<file path="config.mk">
export PLATFORM = sky130hd
export DESIGN_NAME = vga_timing_gen
export DESIGN_NICKNAME = d
export VERILOG_FILES = /design/src/rtl/vga_timing_gen.sv
export SDC_FILE = /design/constraint.sdc
export NUM_CORES = 1
export LEC_CHECK = 0
export BUFFER_PORTS_ARGS = -buffer_cell sky130_fd_sc_hd__buf_2
export CORE_ASPECT_RATIO = 1.75
export CORE_MARGIN = 2
export CORE_UTILIZATION = 37
export DETAILED_ROUTE_END_ITERATION = 12
export GPL_ROUTABILITY_DRIVEN = 0
export PLACE_DENSITY = 0.67
export SKIP_CTS_REPAIR_TIMING = 1
export SLEW_MARGIN = 15
export SYNTH_ARGS = -nofsm -noshare
export SYNTH_HDL_FRONTEND = slang
export SYNTH_SLANG_ARGS = --single-unit
</file>
<file path="constraint.sdc">
create_clock -name SynchClock -period 1.9 [get_ports SynchClock]
set_clock_uncertainty 0.05 [all_clocks]
set_input_delay 0.475 -clock SynchClock [delete_from_list [all_inputs] [get_ports SynchClock]]
set_output_delay 0.475 -clock SynchClock [all_outputs]
set_load 0.005 [all_outputs]
</file>
<file path="src/rtl/vga_timing_gen.sv">
// Parametrised raster timing generator: counters, sync/DE/strobe outputs, scaled coordinates
// and gated colour, all registered outputs one enabled cycle behind the count they describe.
module vga_timing_gen #(
    parameter int H_ACTIVE    = 640,
    parameter int H_FP        = 16,
    parameter int H_SYNC      = 96,
    parameter int H_BP        = 48,
    parameter int V_ACTIVE    = 480,
    parameter int V_FP        = 10,
    parameter int V_SYNC      = 2,
    parameter int V_BP        = 33,
    parameter int H_SYNC_POL  = 0,
    parameter int V_SYNC_POL  = 0,
    parameter int SCALE_SHIFT = 2,
    parameter int COLOR_W     = 4,
    parameter int CNT_W       = 10
) (
    input  logic               SynchClock,
    input  logic               Reset,
    input  logic               PixEn,
    input  logic               PixelOn,
    input  logic [COLOR_W-1:0] RedIn,
    input  logic [COLOR_W-1:0] GreenIn,
    input  logic [COLOR_W-1:0] BlueIn,
    output logic [CNT_W-1:0]   PixelCol,
    output logic [CNT_W-1:0]   PixelRow,
    output logic [COLOR_W-1:0] Red,
    output logic [COLOR_W-1:0] Green,
    output logic [COLOR_W-1:0] Blue,
    output logic               Hsynch,
    output logic               Vsynch,
    output logic               De,
    output logic               FrameStart,
    output logic               LineStart
);

    localparam logic [CNT_W-1:0] H_ACT_END  = CNT_W'(H_ACTIVE);
    localparam logic [CNT_W-1:0] H_SYNC_BEG = CNT_W'(H_ACTIVE + H_FP);
    localparam logic [CNT_W-1:0] H_SYNC_END = CNT_W'(H_ACTIVE + H_FP + H_SYNC);
    localparam logic [CNT_W-1:0] H_LAST     = CNT_W'(H_ACTIVE + H_FP + H_SYNC + H_BP - 1);
    localparam logic [CNT_W-1:0] V_ACT_END  = CNT_W'(V_ACTIVE);
    localparam logic [CNT_W-1:0] V_SYNC_BEG = CNT_W'(V_ACTIVE + V_FP);
    localparam logic [CNT_W-1:0] V_SYNC_END = CNT_W'(V_ACTIVE + V_FP + V_SYNC);
    localparam logic [CNT_W-1:0] V_LAST     = CNT_W'(V_ACTIVE + V_FP + V_SYNC + V_BP - 1);
    localparam logic             H_POL      = 1'(H_SYNC_POL);
    localparam logic             V_POL      = 1'(V_SYNC_POL);

    logic [CNT_W-1:0]   hCount_q, hCount_d;
    logic [CNT_W-1:0]   vCount_q, vCount_d;
    logic [COLOR_W-1:0] red_q, green_q, blue_q;
    logic               hsync_q, vsync_q, de_q, frameStart_q, lineStart_q;
    logic               active, hSyncOn, vSyncOn, pixelValid;

    // Vertical count only moves on the edge where the horizontal count wraps.
    always_comb begin
        hCount_d = hCount_q + CNT_W'(1);
        vCount_d = vCount_q;
        if (hCount_q == H_LAST) begin
            hCount_d = '0;
            vCount_d = (vCount_q == V_LAST) ? '0 : vCount_q + CNT_W'(1);
        end
    end

    assign active     = (hCount_q < H_ACT_END) && (vCount_q < V_ACT_END);
    assign hSyncOn    = (hCount_q >= H_SYNC_BEG) && (hCount_q < H_SYNC_END);
    assign vSyncOn    = (vCount_q >= V_SYNC_BEG) && (vCount_q < V_SYNC_END);
    assign pixelValid = active && PixelOn;

    assign PixelCol = active ? (hCount_q >> SCALE_SHIFT) : '0;
    assign PixelRow = active ? (vCount_q >> SCALE_SHIFT) : '0;

    always_ff @(posedge SynchClock) begin
        if (!Reset) begin
            hCount_q     <= '0;
            vCount_q     <= '0;
            red_q        <= '0;
            green_q      <= '0;
            blue_q       <= '0;
            hsync_q      <= ~H_POL;
            vsync_q      <= ~V_POL;
            de_q         <= 1'b0;
            frameStart_q <= 1'b0;
            lineStart_q  <= 1'b0;
        end else if (PixEn) begin
            hCount_q     <= hCount_d;
            vCount_q     <= vCount_d;
            red_q        <= pixelValid ? RedIn   : '0;
            green_q      <= pixelValid ? GreenIn : '0;
            blue_q       <= pixelValid ? BlueIn  : '0;
            hsync_q      <= hSyncOn ? H_POL : ~H_POL;
            vsync_q      <= vSyncOn ? V_POL : ~V_POL;
            de_q         <= active;
            frameStart_q <= (hCount_q == '0) && (vCount_q == '0);
            lineStart_q  <= (hCount_q == '0);
        end
    end

    assign Red        = red_q;
    assign Green      = green_q;
    assign Blue       = blue_q;
    assign Hsynch     = hsync_q;
    assign Vsynch     = vsync_q;
    assign De         = de_q;
    assign FrameStart = frameStart_q;
    assign LineStart  = lineStart_q;

endmodule

</file>
# After elaboration in Yosys (flattened, before gate mapping)
# Cells that the tools add are included.
# op_classes
addsub	2
magnitude_cmp	6
n_eq_ne	2
mux	9
reduce_logical	8
# ops
operator	count
$add A10 B1 Y10 const B	2
$eq A10 B10 Y1 const B	2
$logic_not A10 Y1	2
$lt A10 B10 Y1 const B	2
$lt A10 B9 Y1 const B	2
$mux W10	2
$mux W8	2
$mux W4	3
$ge A10 B10 Y1 const B	1
$ge A10 B9 Y1 const B	1
$logic_and A1 B1 Y1	5
$mux W1	2
$reduce_and A2 Y1	1
# totals
regBits	37

# Depth between registers and ports, before layout
# logic_depth
depth_word	4
depth_mapped	7

# Worst setup path after synthesis
# Ideal clock, no wire load.
# synth_timing
path_type	input to register
startpoint	input PixEn
endpoint	register vCount_q[8]
setup_ps	68
t_arrival_ps	1950
setup_slack_ps	-168
path_stages	7
cell_sequence	buf_4 > nand4_1 > buf_4 > or3_4 > buf_6 > or4_4 > a21oi_2
# synth_between
elab_chain_cells	1
# synth_lines
item	line	text
from (decl)	20	input logic PixEn,
$reduce_and A2 Y1 (no source line)	n/a	
to (signal assigned)	86	vCount_q <= vCount_d;
to (decl)	49	logic [CNT_W-1:0] vCount_q, vCount_d;
# No other way between the ends.
# A chain may end at the register's enable or synchronous reset.

# Worst setup path in the final report
# layout_timing
startpoint	register vCount_q[8]
endpoint	output PixelCol[7]
# layout_between
elab_chain_cells	3
# layout_lines
item	line	text
$lt A10 B9 Y1	64	assign active = (hCount_q < H_ACT_END) && (vCount_q < V_ACT_END);
$logic_and A1 B1 Y1	64	
$mux W8	69	assign PixelCol = active ? (hCount_q >> SCALE_SHIFT) : '0;
to (decl)	25	output logic [CNT_W-1:0] PixelCol,
# No other way between the ends.

==> qor.yml <==
status: "finished, violations left"
violations: "setup timing"
grt_antenna_before_repair: 0
period_share: 1.09
finalPower_w: 0.00166
grt_first_pass_wirelength_um: 7900
path_cells: "and4_1 > nor3_2 > buf_4 > and2_4 > buf_6"
ios: 53
clkLatencyLatePin_ns: 0.30
die_h_um: 99.0
gr-total-overflow: 0
rsz0062_at_grt: "true"
remaining_drc_errors: 0
p_leak_nw: 1.11
cts_buffers: 5
min_period_ns: 2.07
cts_root_buf: "clkbuf_8"
area_delta_synth_final_pct: 33.5
final_nets: 310
cts.sinks: 37
setup-violations-final: 15
cts_tree: "built"
cellPowerDensity_nw_per_um2: 652
globalRouteTotalUtil: 0.176
grt_max_degree: 30
drtIter0Drc: 69
synth_cells: 226
worstPathArrival_ns: 1.54
timing_worst_setup_path_type: "flip-flop to output pin"
clock_path_buffers: 2
yosysWarnings: 0
avgSynthCellArea_um2: 8.44
min_path_type: "input pin to flip-flop"
die-width_um: 58.3
viasPerCell: 5.21
path_buf_inv: 2
drive_gt1_frac: 0.368
fmax_mhz: 484
antenna_cells: 0
grt_pass1_vias: 1730
synth-edff-count: 0
cp_top_family: "simple AND/OR/NAND/NOR gates"
vias: 1799
nFillCells: 497
final.setup.tns_ns: -2.32
cap_violations: 0
cpMaxStageDelayCell: "dfxtp_2"
synthTopCellsByArea: "dfxtp_1 39%, nand3_1 5.5%, and2_1 5.2%, nand2b_1 4.6%, a21oi_1 4.2%"
synthFlopType: "dfxtp_1"
first_pass_iters: 4
regArea_um2: 749
slowest_delay_ns: 0.35
design.core.area_um2: 4980
startpoint_type: "flip-flop"
synth_cell_type_count: 43
synthTopCellsByCount: "37 x dfxtp_1, 21 x nand3_1, 17 x nor2_1, 16 x a21oi_1, 16 x and2_1"
critical_path.max_fanout: 8
yosysMostFrequentCell: "dfxtp_1"
ir_drop_mv: 0.531
finalWirelength_um: 5060
synth_top_area_share: 0.388
synthArstFlopShare: 0
io_buffers: 47
row_count: 34
synth_seq_cells: 37
drtAntennaViolNets: 0
end_kind: "output pin"
finalHoldViolations: 0
syn_area_um2: 1910
routedWlPerCell_um: 14.7
slew_viol_final: 0
htree_levels: 2
multiInputGateArea_um2: 1050
die_area_um2: 5770
cts.clk_slew.worst_paths_ns: 0.08
start_util: 0.383
setup_slack_ns: -0.166
hpwlAfterDp_um: 3630
synth_top_cell_by_area: "dfxtp_1"
synth.yosys.seq_area_share: 0.388
required_ns: 1.37
per-stage QoR:
| stage | cells | worst slack (ns) | hold slack, ns | instance area, µm² | util |
|---|---|---|---|---|---|
| floorplan | 230 | -0.0303 | 0.416 | 1930 | - |
| global placement | 332 | 0.0950 | 0.405 | 2280 | 0.458 |
| detailed placement | 332 | 0.0561 | 0.405 | 2280 | 0.458 |
| CTS | 340 | -0.175 | 0.362 | 2390 | 0.481 |
| global route | 345 | -0.246 | 0.371 | 2550 | 0.512 |
| finish | 345 | -0.166 | 0.376 | 2550 | 0.512 |
logic make-up after synthesis:
logic type | count (synthesis) | share of synthesized area
simple gates | 110 | 0.337
buf+inv | 31 | 0.0873
flops | 37 | 0.388
mux | 4 | 0.0210
fa+ha+maj | 4 | 0.0262
other cells | 1 | 0.00197
xor+xnor | 13 | 0.0597
compound gates | 26 | 0.0781
final timing paths:
kind / end / slack (ns) / cells past startpoint / from
hold / removal: Vsynch / 0.38 / 2 / Reset
hold reg to reg: Blue[0] / 0.42 / 2 / Blue[0]
setup / recovery: PixelCol[7] / -0.17 / 5 / vCount_q[8]
setup reg to reg: vCount_q[7] / 0.10 / 5 / hCount_q[1]
sequential cells by signal (all words and copies together) (netlist names):
register    cells
Red             4
FrameStart      1
vCount_q       10
De              1
LineStart       1
Hsynch          1
hCount_q       10
Blue            4
Green           4
Vsynch          1
cells in the final DEF, fill, tap and decap left out, types with 5 or more instances in the layout:
master    Yosys  final
and2_1       16      5
clkbuf_8      0      6
nand2_1       8      8
xor2_1        5      5
nand3_1      21     21
inv_1         7      7
xnor2_1       8      8
and2_4        0     11
nor2_1       17     17
nor4_1        6      6
dfxtp_1      37     32
buf_2         2     36
buf_4         8     29
nand2b_1     14     14
a21oi_1      16     16
conb_1        1      5
buf_6         2     12
final cells by class:
type	instances	share of cell area
timing repair buffer	77	0.209
clock buffer	7	0.0339
tap	54	0.0265
multi-input combinational	162	0.414
sequential	37	0.294
inverter	7	0.0103
clock inverter	1	0.0118
layer usage:
metal	vias to the layer above	track usage	part of all wire
li1	884	-	-
met1	860	0.184	0.38
met2	49	0.332	0.56
met3	6	0.0341	0.040
met4	0	0.0608	0.016
met5	-	0	0
where the power goes:
part           switching, W  internal [W]  total [W]
combinational     0.0000674     0.0000683   0.000136
sequential        0.0000157      0.000797   0.000813
clock              0.000284      0.000428   0.000712
total              0.000367       0.00129    0.00166
(Power assumes the default switching activity.)
